<file path="config.mk">
export PLATFORM = sky130hd
export DESIGN_NAME = mux_n_scan
export DESIGN_NICKNAME = d
export VERILOG_FILES = /design/src/rtl/mux_n_scan.sv
export SDC_FILE = /design/constraint.sdc
export NUM_CORES = 1
export LEC_CHECK = 0
export CAP_MARGIN = 20
export CORE_ASPECT_RATIO = 1.25
export CORE_UTILIZATION = 46
export CTS_BUF_LIST = sky130_fd_sc_hd__clkbuf_8
export DETAILED_ROUTE_END_ITERATION = 6
export GPL_TIMING_DRIVEN = 0
export PLACE_DENSITY = 0.8
export RECOVER_POWER = 25
export SLEW_MARGIN = 30
export SYNTH_ARGS = -nofsm -noshare
export SYNTH_HDL_FRONTEND = slang
export SYNTH_SLANG_ARGS = --single-unit
export TNS_END_PERCENT = 30
</file>
<file path="constraint.sdc">
create_clock -name clk_i -period 2.1 [get_ports clk_i]
set_input_delay 0.42 -clock clk_i [delete_from_list [all_inputs] [get_ports clk_i]]
set_output_delay 0.42 -clock clk_i [all_outputs]
set_load 0.02 [all_outputs]
</file>
<file path="src/rtl/mux_n_scan.sv">
// Registered N:1 channel mux with a manual-select mode and an auto-scan
// sequencer that dwells DWELL enabled cycles on each channel in turn.
module mux_n_scan #(
  parameter  int N     = 4,
  parameter  int W     = 8,
  parameter  int DWELL = 4,
  localparam int SW    = $clog2(N)
) (
  input  logic           clk_i,
  input  logic           reset_i,
  input  logic [N*W-1:0] din_i,
  input  logic [SW-1:0]  sel_i,
  input  logic           auto_i,
  input  logic           en_i,
  output logic [W-1:0]   y_o,
  output logic [SW-1:0]  ch_o,
  output logic           valid_o,
  output logic           wrap_o
);

  localparam int CW = (DWELL > 1) ? $clog2(DWELL) : 1;
  localparam logic [CW-1:0] CNT_LAST = CW'(DWELL - 1);
  localparam logic [SW-1:0] CUR_LAST = SW'(N - 1);

  typedef enum logic {MANUAL, SCAN} state_e;

  state_e              state_q, state_d;
  logic [N-1:0][W-1:0] chan;
  logic [W-1:0]        y_q, y_d;
  logic [SW-1:0]       ch_q, ch_d;
  logic                valid_q, valid_d;
  logic                wrap_q, wrap_d;
  logic [SW-1:0]       cur_q, cur_d;
  logic [CW-1:0]       cnt_q, cnt_d;
  logic [SW-1:0]       scan_cur;
  logic [CW-1:0]       scan_cnt;
  logic                sel_legal;

  for (genvar k = 0; k < N; k++) begin : g_chan
    assign chan[k] = din_i[k*W +: W];
  end

  // Integer compare so the check stays meaningful when N is a power of two.
  assign sel_legal = int'(sel_i) < N;

  // The first SCAN edge after MANUAL always starts at channel 0, first dwell.
  assign scan_cur = (state_q == MANUAL) ? '0 : cur_q;
  assign scan_cnt = (state_q == MANUAL) ? '0 : cnt_q;

  always_ff @(posedge clk_i) begin
    if (reset_i) begin
      state_q <= MANUAL;
      y_q     <= '0;
      ch_q    <= '0;
      valid_q <= 1'b0;
      wrap_q  <= 1'b0;
      cur_q   <= '0;
      cnt_q   <= '0;
    end else begin
      state_q <= state_d;
      y_q     <= y_d;
      ch_q    <= ch_d;
      valid_q <= valid_d;
      wrap_q  <= wrap_d;
      cur_q   <= cur_d;
      cnt_q   <= cnt_d;
    end
  end

  always_comb begin
    state_d = auto_i ? SCAN : MANUAL;
    y_d     = y_q;
    ch_d    = ch_q;
    valid_d = 1'b0;
    wrap_d  = 1'b0;
    cur_d   = scan_cur;
    cnt_d   = scan_cnt;
    if (!auto_i) begin
      cur_d = '0;
      cnt_d = '0;
      if (en_i) begin
        ch_d    = sel_i;
        valid_d = sel_legal;
        y_d     = sel_legal ? chan[sel_i] : '0;
      end
    end else if (en_i) begin
      y_d     = chan[scan_cur];
      ch_d    = scan_cur;
      valid_d = 1'b1;
      if (scan_cnt == CNT_LAST) begin
        cnt_d  = '0;
        cur_d  = (scan_cur == CUR_LAST) ? '0 : scan_cur + SW'(1);
        wrap_d = (scan_cur == CUR_LAST);
      end else begin
        cnt_d = scan_cnt + CW'(1);
      end
    end
  end

  assign y_o     = y_q;
  assign ch_o    = ch_q;
  assign valid_o = valid_q;
  assign wrap_o  = wrap_q;

endmodule

</file>
==> impl_metrics.env <==
export IMPL_cts_htree_levels=1
export IMPL_root_buffer="clkbuf_8"
export IMPL_start_kind="flop"
export IMPL_track_usage_pct=27.7
export IMPL_multi_input_area_um2=830
export IMPL_p_leak_nw=0.691
export IMPL_drc=0
export IMPL_ys_warn_count=0
export IMPL_wirelength_um=4100
export IMPL_die_h_um=61.8
export IMPL_synth_fp_nets=195
export IMPL_place_port_buffers=48
export IMPL_core_mm2=0.00271
export IMPL_nNetsFinal=248
export IMPL_drive_gt1_share_pct=14.4
export IMPL_antenna_found_initial=0
export IMPL_synth_xor_area_share_pct=2.00
export IMPL_maxCapViolCount=0
export IMPL_placementRows=21
export IMPL_period_share_pct=84.7
export IMPL_dr_pass1_iters=5
export IMPL_drv_slew=0
export IMPL_status="finished, final reports clean"
export IMPL_finalSetupTns_ps=0
export IMPL_async_flop_share_pct=0
export IMPL_cts_tree="yes"
export IMPL_start_util_pct=48.6
export IMPL_cp_slowest_cell="clkbuf_1"
export IMPL_criticalPathCategory="flop to flop"
export IMPL_synth_edf_count=0
export IMPL_whs_ps=468
export IMPL_dieArea_mm2=0.00308
export IMPL_clock_skew_ps=4.52
export IMPL_powerDensity_mw_per_mm2=477
export IMPL_seq_area_frac_synth_pct=25.9
export IMPL_clk_pin_slew_worst_paths_ps=80
export IMPL_avgViaCountPerCell=5.79
export IMPL_max_vdd_ir_drop_mv=0.353
export IMPL_maxSlewHeadroom_pct=56.8
export IMPL_min_path_type="flop to flop"
export IMPL_register_area_um2=340
export IMPL_crit_path_cell_trace="clkbuf_1, and2_0, ha_1, nand3_1, xnor2_1, and3_1"
export IMPL_worstMarginPinSlew_ps=648
export IMPL_wire_per_inst_um=16.9
export IMPL_postCtsSetupBuffers=0
export IMPL_ys_ff_latch=17
export IMPL_num_fill_cells=248
export IMPL_drt_iter0_markers=65
export IMPL_slowest_delay_ps=430
export IMPL_cts_hold_buf=0
export IMPL_post_cts_resized=0
export IMPL_synth_fa_ha_area_share_pct=0.951
export IMPL_muxShareOfSynthArea_pct=15.4
export IMPL_final_antenna_net_count=0
export IMPL_synth_simple_area_share_pct=16.0
export IMPL_area_growth_pct=43.0
export IMPL_crit_path_end_kind="flop"
export IMPL_die_x_um=49.8
export IMPL_min_period_ps=1780
export IMPL_grt_pass1_wl_um=6440
export IMPL_synth_main_ff_cell="dfxtp_1"
export IMPL_worstPathArrival_ps=1950
export IMPL_synth_compound_area_share_pct=28.7
export IMPL_pin_count=50
export IMPL_dp_hpwl_um=2830
export IMPL_setup_viol=0
export IMPL_required_ps=2270
export IMPL_power_total_w=0.000897
export IMPL_num_antenna_cells=0
export IMPL_max_freq_mhz=562
export IMPL_utilization_pct=69.5
export IMPL_syn_instance_count=156
export IMPL_insertion_delay_ps=270
export IMPL_place_congestion=0.852
export IMPL_first_global_vias=1440
export IMPL_num_vias=1400
export IMPL_overflow=0
export IMPL_timing_hold_violations_final=0
export IMPL_clock_path_buffers=2
export IMPL_rsz0062_at_grt="false"
export IMPL_numCtsBuffers=3
export IMPL_crit_path_max_fanout=10
export IMPL_post_synth_cell_area_avg_um2=8.44
export IMPL_synth_top_family_by_area="compound AO/OA/AOI/OAI gates"
export IMPL_netlist_area_mm2=0.00132
export IMPL_grt_max_degree=11
export IMPL_yosysUniqueCellTypes=32
export IMPL_cts_sinks=17
final cells by class:
class                           instances  area share (%)
Tap cell                               34            2.26
Inverter                               10            1.99
Clock inverter                          1           0.266
Buffer                                 13            5.59
Timing Repair Buffer                   48            25.5
Sequential cell                        17            18.1
Multi-Input combinational cell        116            44.1
Clock buffer                            3            2.19
report_power, final:
group,total (W),leakage [nW],internal [W],switching [W]
combinational,0.000275,0.525,0.000150,0.000126
clock,0.000272,0.0255,0.000133,0.000139
sequential,0.000350,0.140,0.000341,0.00000966
total,0.000897,0.691,0.000623,0.000275
state kept, by name, indices dropped and copies added (netlist names):
signal and count:
y_o 8, ch_o 2, cnt_q 2, cur_q 2
state_q 1, valid_o 1, wrap_o 1
synthesized netlist by cell type (4+ instances only):
library cell   n  share of area [%]
a21oi_1        8                3.0
nand2_1       17                4.8
nor2_1         6                1.7
nand3_1       10                3.8
mux2i_1        9                6.8
o221ai_1       8                5.3
o21ai_1        4                1.5
o22ai_2        5                4.8
nand2b_1       6                2.9
dfxtp_1       17                 26
mux2_1         6                5.1
buf_2          8                3.0
inv_1          6                1.7
o21ai_0       11                4.2
o31ai_2        5                4.8
final timing paths:
check | start | endpoint | slack [ps] | depth (start not counted)
worst max-delay path | state_q | cur_q[1] | 320 | 6
worst min-delay path | y_o[7] | y_o[7] | 470 | 2
worst max register to register | state_q | cur_q[1] | 320 | 6
worst min register to register | y_o[7] | y_o[7] | 470 | 2
worst max-delay path: cells and delay by family, from the launching register on:
kind	cells	cell delay, ps
buffers and inverters	1	430
adder cells (fa/ha/maj)	1	190
XOR/XNOR	1	130
flip-flops	1	380
AND/OR/NAND/NOR	3	540
placed cells by master (no fill, tap or decap), drive strengths merged:
cell type and count:
nor3 1, nor2 6, mux2 9, buf 10, dlygate4sd3 1, nand3 10
clkinv 4, o221ai 8, and2 2, o32ai 1, or2 1, o22ai 8
mux2i 9, clkdlybuf4s50 47, o31ai 7, and3 1, inv 7, nand2 18
o21ai 15, clkbuf 6, a21oi 8, dfxtp 17, nand2b 6, xnor2 3
ha 1, a311oi 2
layer usage:
| layer | vias to the layer above | track usage, % | wire length [µm] |
|---|---|---|---|
| met3 | 7 | 4.14 | 239 |
| met5 | - | 0 | 0 |
| met2 | 60 | 50.4 | 2100 |
| li1 | 669 | - | - |
| met1 | 664 | 31.6 | 1700 |
| met4 | 0 | 15.5 | 56 |
cells by family (layout without fill, tap and decap cells):
group,Yosys count,in the layout
fa+ha+maj,1,1
simple gates,45,45
mux,18,18
compound gates,49,49
xor+xnor,3,3
flops,17,17
buf+inv,23,75
per-stage QoR:
stage                     setup slack, ps  instances  instance area, µm²
after floorplan                       763        156                1320
after detailed placement              293        238                1840
after global placement                294        238                1840
after CTS                             457        242                1890
final                                 321        242                1880
after global routing                  225        242                1880
Note: power is estimated with default switching activity, not from simulation.
